**src/rtl/object_line_scheduler_m.sv**
```systemverilog
// rtl/object_line_scheduler_m.sv - scanline object selection scheduler
//
// Purpose: scans NUM_OBJECTS Y positions from Object Memory and builds a list of
// up to MAX_PER_LINE objects overlapping target_yp. The list is double-buffered.
// Optional build macro: OBJECT_SCHED_EARLY_EXIT_EN. When it is defined, the first
// overflowing hit ends the scan early.
//
// Ports:
//   clk, rst       - clock, asynchronous active-low reset
//   start          - one-cycle request; target_yp sampled with it
//   target_yp      - scanline being prepared
//   obm_addr       - Object Memory index requested
//   obm_yp         - YP byte returned one cycle after obm_addr
//   busy           - scan in progress (through PUBLISH)
//   done           - one-cycle pulse when a list is published
//   slot_index     - published object indices, slot 0 in LSBs
//   slot_valid     - published per-slot valid bits
//   count          - number of valid published slots
//   overflow       - published list omitted at least one hit
module object_line_scheduler_m #(
    parameter int NUM_OBJECTS  = 64,
    parameter int MAX_PER_LINE = 8
) (
    input  logic                      clk,
    input  logic                      rst,
    input  logic                      start,
    input  logic [7:0]                target_yp,
    output logic [5:0]                obm_addr,
    input  logic [7:0]                obm_yp,
    output logic                      busy,
    output logic                      done,
    output logic [6*MAX_PER_LINE-1:0] slot_index,
    output logic [MAX_PER_LINE-1:0]   slot_valid,
    output logic [3:0]                count,
    output logic                      overflow
);

    typedef enum logic [1:0] {ST_IDLE, ST_SCAN, ST_PUBLISH} state_t;

    localparam logic [5:0] LAST_ADDR = 6'(NUM_OBJECTS - 1);
    localparam logic [3:0] MAX_CNT   = 4'(MAX_PER_LINE);

    state_t r_state;
    state_t w_state_nxt;

    logic [7:0]                r_target;
    logic [5:0]                r_addr;
    logic                      r_addr_vld;  // obm_addr carries a request not yet issued
    logic                      r_yp_vld;    // obm_yp holds data for r_yp_idx this cycle
    logic [5:0]                r_yp_idx;
    logic [5:0]                r_wslot [MAX_PER_LINE];
    logic [3:0]                r_wcnt;
    logic                      r_wovf;
    logic                      r_done;
    logic [6*MAX_PER_LINE-1:0] r_slot_index;
    logic [MAX_PER_LINE-1:0]   r_slot_valid;
    logic [3:0]                r_count;
    logic                      r_overflow;

    logic [8:0] w_yp9;
    logic [8:0] w_tgt9;
    logic       w_hit;
    logic       w_room;
    logic       w_last;
    logic       w_ovf_hit;

    // 9-bit compare so an object near 255 never wraps onto low scanlines
    assign w_yp9     = {1'b0, obm_yp};
    assign w_tgt9    = {1'b0, r_target};
    assign w_hit     = (r_state == ST_SCAN) && r_yp_vld &&
                       (w_yp9 <= w_tgt9) && (w_tgt9 < (w_yp9 + 9'd8));
    assign w_room    = (r_wcnt < MAX_CNT);
    assign w_last    = (r_state == ST_SCAN) && r_yp_vld && (r_yp_idx == LAST_ADDR);
    assign w_ovf_hit = w_hit && !w_room;

    assign obm_addr   = r_addr;
    assign busy       = (r_state != ST_IDLE);
    assign done       = r_done;
    assign slot_index = r_slot_index;
    assign slot_valid = r_slot_valid;
    assign count      = r_count;
    assign overflow   = r_overflow;

    always_ff @(posedge clk or negedge rst) begin
        if (!rst) begin
            r_state <= ST_IDLE;
        end else begin
            r_state <= w_state_nxt;
        end
    end

    always_comb begin
        w_state_nxt = r_state;
        case (r_state)
            ST_IDLE: begin
                if (start) begin
                    w_state_nxt = ST_SCAN;
                end
            end
            ST_SCAN: begin
`ifdef OBJECT_SCHED_EARLY_EXIT_EN
                if (w_last || w_ovf_hit) begin
                    w_state_nxt = ST_PUBLISH;
                end
`else
                if (w_last) begin
                    w_state_nxt = ST_PUBLISH;
                end
`endif
            end
            ST_PUBLISH: w_state_nxt = ST_IDLE;
            default:    w_state_nxt = ST_IDLE;
        endcase
    end

    always_ff @(posedge clk or negedge rst) begin
        if (!rst) begin
            r_target     <= 8'd0;
            r_addr       <= 6'd0;
            r_addr_vld   <= 1'b0;
            r_yp_vld     <= 1'b0;
            r_yp_idx     <= 6'd0;
            r_wcnt       <= 4'd0;
            r_wovf       <= 1'b0;
            r_done       <= 1'b0;
            r_slot_index <= '0;
            r_slot_valid <= '0;
            r_count      <= 4'd0;
            r_overflow   <= 1'b0;
            for (int i = 0; i < MAX_PER_LINE; i++) begin
                r_wslot[i] <= 6'd0;
            end
        end else begin
            r_done <= 1'b0;
            case (r_state)
                ST_IDLE: begin
                    if (start) begin
                        r_target   <= target_yp;
                        r_addr     <= 6'd0;
                        r_addr_vld <= 1'b1;
                        r_yp_vld   <= 1'b0;
                        r_wcnt     <= 4'd0;
                        r_wovf     <= 1'b0;
                        // cleared slots guarantee unused entries publish as zero
                        for (int i = 0; i < MAX_PER_LINE; i++) begin
                            r_wslot[i] <= 6'd0;
                        end
                    end
                end
                ST_SCAN: begin
                    r_yp_vld <= r_addr_vld;
                    r_yp_idx <= r_addr;
                    if (r_addr_vld) begin
                        if (r_addr == LAST_ADDR) begin
                            r_addr_vld <= 1'b0;
                        end else begin
                            r_addr <= r_addr + 6'd1;
                        end
                    end
                    if (w_hit) begin
                        if (w_room) begin
                            for (int i = 0; i < MAX_PER_LINE; i++) begin
                                if (4'(i) == r_wcnt) begin
                                    r_wslot[i] <= r_yp_idx;
                                end
                            end
                            r_wcnt <= r_wcnt + 4'd1;
                        end else begin
                            r_wovf <= 1'b1;
                        end
                    end
                end
                ST_PUBLISH: begin
                    r_yp_vld   <= 1'b0;
                    r_count    <= r_wcnt;
                    r_overflow <= r_wovf;
                    r_done     <= 1'b1;
                    for (int i = 0; i < MAX_PER_LINE; i++) begin
                        r_slot_index[6*i +: 6] <= r_wslot[i];
                        r_slot_valid[i]        <= (4'(i) < r_wcnt);
                    end
                end
                default: ;
            endcase
        end
    end

endmodule

```
**config.mk**
```make
export PLATFORM = sky130hd
export DESIGN_NAME = object_line_scheduler_m
export DESIGN_NICKNAME = d
export VERILOG_FILES = /design/src/rtl/object_line_scheduler_m.sv
export SDC_FILE = /design/constraint.sdc
export NUM_CORES = 1
export LEC_CHECK = 0
export BUFFER_PORTS_ARGS = -buffer_cell sky130_fd_sc_hd__buf_4
export CORE_UTILIZATION = 45
export DETAILED_ROUTE_END_ITERATION = 8
export GPL_TIMING_DRIVEN = 0
export MAX_ROUTING_LAYER = met4
export PLACE_DENSITY = 0.63
export SLEW_MARGIN = 30
export SYNTH_ARGS = -nofsm -noshare
export SYNTH_HDL_FRONTEND = slang
export SYNTH_SLANG_ARGS = --single-unit
```
**constraint.sdc**
```tcl
create_clock -name clk -period 5.65 [get_ports clk]
set_input_delay 1.695 -clock clk [delete_from_list [all_inputs] [get_ports clk]]
set_output_delay 1.695 -clock clk [all_outputs]
set_load 0.05 [all_outputs]
```
## Word-level counts from Yosys, hierarchy flattened

Cells that the tools add are included.

| storage, ports and cells | value |
|---|---|
| register bits after elaboration | 139 |
| input bits | 19 |
| output and inout port bits | 69 |
| logic and storage cells | 118 |

| cells by class | value |
|---|---|
| add/subtract/negate cells | 3 |
| magnitude comparators | 11 |
| eq/ne operators | 26 |
| muxes and demuxes | 33 |
| reductions and logical operators | 24 |

Operators by type and width:

| kind | number |
|---|---|
| 48-bit 2-to-1 mux | 3 |
| 48-bit one-hot mux with 2 select lines | 1 |
| 6-bit 2-to-1 mux | 11 |
| 5-bit AND reduction | 8 |
| 3-bit by 4-bit equality test with 1-bit output (first input constant) | 4 |
| 3-bit by 4-bit less-than comparator with 1-bit output (first input constant) | 4 |
| 2-bit by 1-bit != test with 1-bit output (second input constant) | 8 |
| 2-bit != test (second input constant) | 7 |
| 6-bit equality test (second input constant) | 2 |
| 4-bit 2-to-1 mux | 3 |
| 6-bit one-hot mux with 2 select lines | 1 |
| 4-bit AND reduction | 3 |
| 8-bit by 4-bit adder with 9-bit output (second input constant) | 1 |
| 8-bit by 9-bit less-than comparator with 1-bit output | 1 |
| 2-bit by 4-bit equality test with 1-bit output (first input constant) | 2 |
| 8-bit less-or-equal comparator | 1 |
| 1-bit by 4-bit less-than comparator with 1-bit output (first input constant) | 2 |
| 2-bit by 4-bit less-than comparator with 1-bit output (first input constant) | 2 |
| 4-bit one-hot mux with 2 select lines | 1 |
| 2-bit AND reduction | 4 |
| 1-bit 2-to-1 mux | 7 |
| 6-bit by 1-bit adder with 6-bit output (second input constant) | 1 |
| 4-bit by 1-bit adder with 4-bit output (second input constant) | 1 |
| 1-bit by 4-bit equality test with 1-bit output (first input constant) | 1 |
| 12 further kinds | 18 |

## Logic depth before layout (Yosys ltp)

Gate-level depths: netlist of run 1.

| depth | value |
|---|---|
| depth in word-level cells | 6 |
| mapped depth | 10 |
| mapped depth without buffers | 9 |

## Worst setup path after synthesis of run 1

OpenSTA, ideal clock, no wires.

| path | value |
|---|---|
| path type | input port to flip-flop |
| start | input port obm_yp[3] |
| end | register r_wslot[14] (netlist name) |
| arrival time | 3651 ps |
| data required time | 5563 ps |
| path slack | 1912 ps |
| stages | 10 |
| cell sequence | ha_1 -> inv_1 -> ha_1 -> nor2b_1 -> a221oi_1 -> a21oi_1 -> o21a_1 -> clkbuf_1 -> or4_1 -> o211ai_1 |

| between the ends | value |
|---|---|
| cells in the longest elaborated chain, start to end | 5 |
| elaborated cells between the ends (all ways) | 7 |

Ends and longest elaborated chain:

| element | line | source |
|---|---|---|
| start: declaration | 29 | `input logic [7:0] obm_yp,` |
| 8-bit by 4-bit adder with 9-bit output or 8-bit less-or-equal comparator (tied branches) | 71 | `(w_yp9 <= w_tgt9) && (w_tgt9 < (w_yp9 + 9'd8));` |
| 8-bit by 9-bit less-than comparator with 1-bit output or 1-bit logical AND (tied branches) | 71, 70 |  |
| 1-bit logical AND (*) | 71 |  |
| 2-bit != test (no line) (*) | -- |  |
| 5-bit AND reduction (no line) (*) | -- |  |
| end signal: indexed assignment | 164 | `r_wslot[i] <= r_yp_idx;` |
| end: declaration | 51 | `logic [5:0] r_wslot [MAX_PER_LINE];` |

Every way passes the cells marked *; elsewhere a longest branch is shown, timed or not.
A chain may end at the register's enable or synchronous reset.

## Worst setup path after layout of run 1

| path | value |
|---|---|
| start | input port obm_yp[3] |
| end | register r_wslot[27] (netlist name) |

The elaborated chain is that of the path after synthesis.

==> results.sh, run 1 <==
export IMPL_status="finished clean"
export IMPL_p_comb_share_pct=37.8
export IMPL_layout_min_cycle_time_ns=4.05
export IMPL_yosys_area_top_type="dfrtp_1"
export IMPL_clkPwrFrac_pct=27.6
export IMPL_drv_slew=0
export IMPL_ctsResizeCount=0
export IMPL_via_per_inst=5.51
export IMPL_path_clk_slew_ns=0.05
export IMPL_critPathMostFrequentCell="ha_1"
export IMPL_yosysTopAreaCellShare_pct=53.5
export IMPL_drtIter0Drc=268
export IMPL_regArea_um2=3450
export IMPL_post_cts_buffers=0
export IMPL_cp_data_arrival_time_ns=4.38
export IMPL_pwr_share_seq_pct=34.7
export IMPL_power_w=0.00413
export IMPL_setup_violations=0
export IMPL_grt_use_total_pct=23.8
export IMPL_synth_cell_type_count=45
export IMPL_fin_util_pct=57.2
export IMPL_cp_required_ns=5.97
export IMPL_die_w_um=122
export IMPL_switchingPower_w=0.00170
export IMPL_place_ws_ns=1.21
export IMPL_r2r_cells=8
export IMPL_via_count=5071
export IMPL_diodes=0
export IMPL_grt_max_degree=80
export IMPL_die_y_um=122
export IMPL_clk_path_buf_depth=2
export IMPL_wl_per_cell_um=17.1
export IMPL_drt_total_wl_um=15700
export IMPL_async_flop_share_pct=100
export IMPL_antenna_found_initial=0
export IMPL_ant_nets=0
export IMPL_cts_hold_buf=0
export IMPL_io_buffer_count=87
export IMPL_synthCells=621
export IMPL_slowest_stage="o21ai_1"
export IMPL_power_density_nw_per_um2=519
export IMPL_post_route_period_util_pct=71.7
export IMPL_finClkSkew_ns=0.00555
export IMPL_gp_congestion=0.881
export IMPL_cp_depth=11
export IMPL_setup_tns_ns=0
export IMPL_clk_latency_ns=0.42
export IMPL_peakVddDrop_uv=219
export IMPL_ys_seq_elements=138
export IMPL_synthFlopType="dfrtp_1"
export IMPL_dp_cells=889
export IMPL_synth_edff_count=0
export IMPL_max_stage_delay_ns=0.58
export IMPL_numClockSinks=138
export IMPL_dieArea_um2=14800
export IMPL_crit_type="input pin to flip-flop"
export IMPL_io_pins=88
export IMPL_cp_max_fo=10
export IMPL_fin_ws_ns=1.60
export IMPL_cts_made_buffers=17
export IMPL_rows=43
export IMPL_path_cells="buf_4 -> ha_1 -> inv_1 -> ha_1 -> nor2b_1 -> a221oi_1 -> a21oi_1 -> o21ai_1 -> clkbuf_1 -> a32oi_1 -> o21ai_0"
export IMPL_hold_depth=1
export IMPL_first_pass_iters=4
export IMPL_tightest_slew_ns=0.781
export IMPL_grt_pass1_vias=5039
export IMPL_drv_cap=0
export IMPL_swShare_pct=41.1
export IMPL_critPathCaptureType="flip-flop"
export IMPL_htree_levels=4
export IMPL_layout_nets=768
export IMPL_grt_pass1_wl_um=25900
export IMPL_critPathBufInv=3
export IMPL_cts_tree="done"
export IMPL_netlist_area_um2=6450
export IMPL_root_buffer="clkbuf_16"
export IMPL_ys_warn_count=0
export IMPL_start_kind="input pin"
export IMPL_drive_gt1_share_pct=25.2
export IMPL_multi_input_area_um2=2610
export IMPL_initial_core_util_pct=46.3
export IMPL_fillers=1198
export IMPL_seq_area_frac_synth_pct=53.5
export IMPL_synth_common_cells="dfrtp_1 (138), nand2_1 (70), inv_1 (59)"
export IMPL_cp_top_family="compound AO/OA/AOI/OAI gates"
export IMPL_p_leak_nw=4.06
export IMPL_max_freq_mhz=247
export IMPL_slew_headroom_pct=48.0
export IMPL_hpwl_um=10800
export IMPL_synth_area_top_cells="dfrtp_1 (54%), mux2_2 (9.4%), a32oi_1 (4.9%)"
export IMPL_yosys_cell_count_top_type="dfrtp_1"
export IMPL_finalHoldViolCount=0
export IMPL_drc_errors=0
export IMPL_core_um2=13900
export IMPL_intPower_w=0.00243
export IMPL_area_growth_pct=23.6
export IMPL_hold_class="flip-flop to flip-flop"
export IMPL_syn_num_nets=661
export IMPL_layoutNonFillerInstCount=921
export IMPL_avgSynthCellArea_um2=10.4
export IMPL_grt_ovfl_total=0
export IMPL_rsz0062_at_grt="no"
-- state kept, by name (all words and copies together) (netlist names) --
signal      flops
done            1
r_state         2
slot_valid      8
r_wcnt          4
slot_index     48
obm_addr        6
r_addr_vld      1
count           3
r_wovf          1
r_yp_idx        6
r_yp_vld        1
r_target        8
r_wslot        48
overflow        1
-- per-stage QoR --
stage | hold WS [ns] | cell area (um^2)
3_5_place_dp | 0.497 | 7360
3_3_place_gp | 0.479 | 7330
5_1_grt | 0.524 | 7970
6_report | 0.508 | 7970
4_1_cts | 0.512 | 7970
2_1_floorplan | 0.461 | 6450
-- worst reg2reg max path, delay by kind of cell (launching register included) --
kind	cells	cell delay, ns
fa+ha+maj	1	0.32
buf+inv	2	0.43
simple gates	2	0.61
flops	1	0.35
compound gates	3	1.06
-- per-layer routing --
| metal | part of all wire (%) | track usage (%) | up-vias |
|---|---|---|---|
| met5 | 0 | - | - |
| met1 | 46 | 31.4 | 2488 |
| met3 | 5.2 | 5.66 | 33 |
| li1 | - | - | 2410 |
| met2 | 46 | 34.9 | 140 |
| met4 | 2.8 | 10.4 | 0 |
-- cell families after synthesis --
| kind of cell | Yosys count | synth area share [%] |
|---|---|---|
| simple gates | 160 | 11.1 |
| xor+xnor | 5 | 0.679 |
| buf+inv | 99 | 6.01 |
| mux | 54 | 9.43 |
| flops | 138 | 53.5 |
| compound gates | 144 | 15.2 |
| fa+ha+maj | 21 | 4.07 |
-- area by class of cell --
| type | instances | area share, % |
|---|---|---|
| inverter | 59 | 2.78 |
| clock buffer | 24 | 6.17 |
| multi-input combinational | 384 | 32.7 |
| timing repair buffer | 88 | 8.63 |
| tap | 180 | 2.83 |
| clock inverter | 8 | 1.44 |
| sequential | 138 | 43.3 |
| buffer | 40 | 2.09 |
-- power groups by stage --
stage | logic [W] | registers, W | clock network, W
6_report | 0.00156 | 0.00143 | 0.00114
5_1_grt | 0.00175 | 0.00146 | 0.00121
4_1_cts | 0.00155 | 0.00143 | 0.00116
3_5_place_dp | 0.00154 | 0.00144 | 0
3_3_place_gp | 0.00149 | 0.00143 | 0
2_1_floorplan | 0.000983 | 0.00147 | 0
-- path summary, 6_finish.rpt --
kind | slack, ns | to | startpoint
max reg2reg | 2.73 | r_wslot[44] | r_target[3]
min | 0.51 | slot_index[27] | slot_index[27]
max in group asynchronous | 3.73 | r_wslot[34] | rst
max | 1.60 | r_wslot[27] | obm_yp[3]
min reg2reg | 0.51 | slot_index[27] | slot_index[27]
min in group asynchronous | 1.20 | slot_index[25] | rst
-- cells in the final DEF (no fill, tap or decap), drive strengths merged, types with 4 or more instances in the layout --
master | synthesis | routed
dfrtp | 138 | 138
buf | 11 | 99
nand2 | 70 | 70
inv | 59 | 59
mux2 | 54 | 54
clkbuf | 29 | 53
o21ai | 51 | 51
nor2 | 46 | 46
a32oi | 36 | 36
ha | 21 | 21
o211ai | 15 | 15
a21oi | 14 | 14
nand3 | 8 | 8
nand4 | 8 | 8
a31oi | 7 | 7
or4 | 7 | 7
nor2b | 6 | 6
clkinv | 0 | 5
or2 | 4 | 4
Power figures use the tool's default switching activity.
==> run 2, diff against run 1 <==
- PLACE_DENSITY: 0.63 -> 0.65
- clock period: 5.65 -> 3.6 ns (I/O delays scaled with it)
==> results.sh, run 2 (same netlist as run 1, synthesis figures left out) <==
export IMPL_clk_path_buf_depth=2
export IMPL_crit_type="input pin to flip-flop"
export IMPL_p_leak_nw=4.04
export IMPL_post_route_period_util_pct=91.4
export IMPL_peakVddDrop_uv=373
export IMPL_drive_gt1_share_pct=25.6
export IMPL_clk_latency_ns=0.42
export IMPL_dieArea_um2=14800
export IMPL_fin_area_um2=7940
export IMPL_root_buffer="clkbuf_16"
export IMPL_grt_ovfl_total=0
export IMPL_slew_headroom_pct=51.0
export IMPL_ant_nets=0
export IMPL_hold_depth=1
export IMPL_setup_tns_ns=0
export IMPL_area_growth_pct=23.1
export IMPL_dp_cells=889
export IMPL_setup_violations=0
export IMPL_io_buffer_count=87
export IMPL_drtIter0Drc=354
export IMPL_multi_input_area_um2=2620
export IMPL_tightest_slew_ns=0.716
export IMPL_die_w_um=122
export IMPL_clkPwrFrac_pct=26.3
export IMPL_p_comb_share_pct=38.5
export IMPL_cp_data_arrival_time_ns=3.62
export IMPL_fillers=1208
export IMPL_r2r_cells=8
export IMPL_path_clk_slew_ns=0.05
export IMPL_post_cts_buffers=0
export IMPL_initial_core_util_pct=46.3
export IMPL_swShare_pct=41.5
export IMPL_cp_required_ns=3.93
export IMPL_intPower_w=0.00373
export IMPL_place_ws_ns=-0.272
export IMPL_switchingPower_w=0.00265
export IMPL_placed_cell_area_um2=7360
export IMPL_hold_class="flip-flop to flip-flop"
export IMPL_hold_start="slot_valid[3]"
export IMPL_reg2reg_to="r_wslot[1]"
export IMPL_grt_max_degree=77
export IMPL_max_freq_mhz=304
export IMPL_hpwl_um=10700
export IMPL_drt_total_wl_um=15500
export IMPL_timing_rr_start="r_target[3]"
export IMPL_finalHoldViolCount=0
export IMPL_start_kind="input pin"
export IMPL_grt_pass1_wl_um=25600
export IMPL_grt_pass1_vias=4912
export IMPL_io_pins=88
export IMPL_drv_cap=0
export IMPL_first_pass_iters=5
export IMPL_cts_made_buffers=17
export IMPL_via_count=5106
export IMPL_numClockSinks=138
export IMPL_fin_util_pct=57.0
export IMPL_antenna_found_initial=0
export IMPL_pwr_share_seq_pct=35.2
export IMPL_layout_common_cells="dfrtp_1 (138), buf_4 (88), nand2_1 (70)"
export IMPL_grt_use_total_pct=23.6
export IMPL_fin_ws_ns=0.310
export IMPL_layout_min_cycle_time_ns=3.29
export IMPL_rsz0062_at_grt="no"
export IMPL_critPathCaptureType="flip-flop"
export IMPL_min_to="slot_valid[3]"
export IMPL_htree_levels=4
export IMPL_regArea_um2=3450
export IMPL_finClkSkew_ns=0.00649
export IMPL_final_common_cell="dfrtp_1"
export IMPL_diodes=0
export IMPL_rows=43
export IMPL_status="finished clean"
export IMPL_gp_congestion=0.923
export IMPL_cts_tree="done"
export IMPL_layout_nets=768
export IMPL_core_um2=13900
export IMPL_drv_slew=0
export IMPL_die_y_um=122
export IMPL_cp_max_fo=10
export IMPL_layoutNonFillerInstCount=919
export IMPL_wl_per_cell_um=16.9
export IMPL_drc_errors=0
export IMPL_power_density_nw_per_um2=802
export IMPL_via_per_inst=5.56
export IMPL_reg2reg_setup_slack_ns=0.81
run 2: cell count changes in the layout (fill, tap and decap cells not counted):
cell,change
clkbuf_1,-2
o21ai_1,-2
o21ai_2,+2
bufinv_16,-1
clkbuf_8,-1
clkinv_2,+1
clkinvlp_4,+1
run 2: final cells by class:
type,instances,area share [%]
multi-input cells,384,33.0
well taps,180,2.84
clock inverters,9,1.23
clock buffers,21,5.92
repair buffers,88,8.67
plain buffers,40,2.10
flip-flops and latches,138,43.5
inverters,59,2.79
run 2: timing repair:
action,4_1_cts,5_1_grt
hold buffers,0,0
gates resized for setup,0,2
setup endpoints to repair,0,17
run 2: how the worst max path moves through the flow:
stage               startpoint     endpoint  slack [ns]  depth (start not counted)
floorplan            obm_yp[3]  r_wslot[14]        0.48                         10
global placement     obm_yp[3]   r_wslot[0]       -0.21                         11
detailed placement   obm_yp[3]   r_wslot[1]       -0.27                         11
CTS                  obm_yp[3]  r_wslot[38]        0.16                         11
global route         obm_yp[3]  r_wslot[11]        0.19                         11
finish               obm_yp[3]  r_wslot[38]        0.31                         11
run 2: routing by layer:
metal | track usage, % | vias up | routed length (um)
li1 | - | 2402 | -
met1 | 31.3 | 2496 | 6940
met2 | 35.5 | 184 | 7310
met3 | 4.96 | 24 | 957
met4 | 8.95 | 0 | 303
met5 | - | - | 0
run 2: through the flow:
stage	hold WS (ns)	total power, W
after global routing	0.523	0.00679
after detailed placement	0.487	0.00468
after floorplan	0.461	0.00386
final	0.493	0.00637
after global placement	0.476	0.00457
after CTS	0.499	0.00637
run 2: power groups by stage:
stage	combinational (W)	sequential (W)	clock [W]
2_1_floorplan	0.00154	0.00231	0
3_3_place_gp	0.00233	0.00224	0
3_5_place_dp	0.00242	0.00226	0
4_1_cts	0.00243	0.00224	0.00171
5_1_grt	0.00273	0.00229	0.00178
6_report	0.00245	0.00224	0.00168
run 2: worst max-delay path: stages:
cell and delay, ns:
buf_4 0.13, ha_1 0.26, inv_1 0.04, ha_1 0.27, nor2b_1 0.15, a221oi_1 0.28, a21oi_1 0.15, o21ai_2 0.43
clkbuf_1 0.48, nand4_1 0.22, o211ai_1 0.13
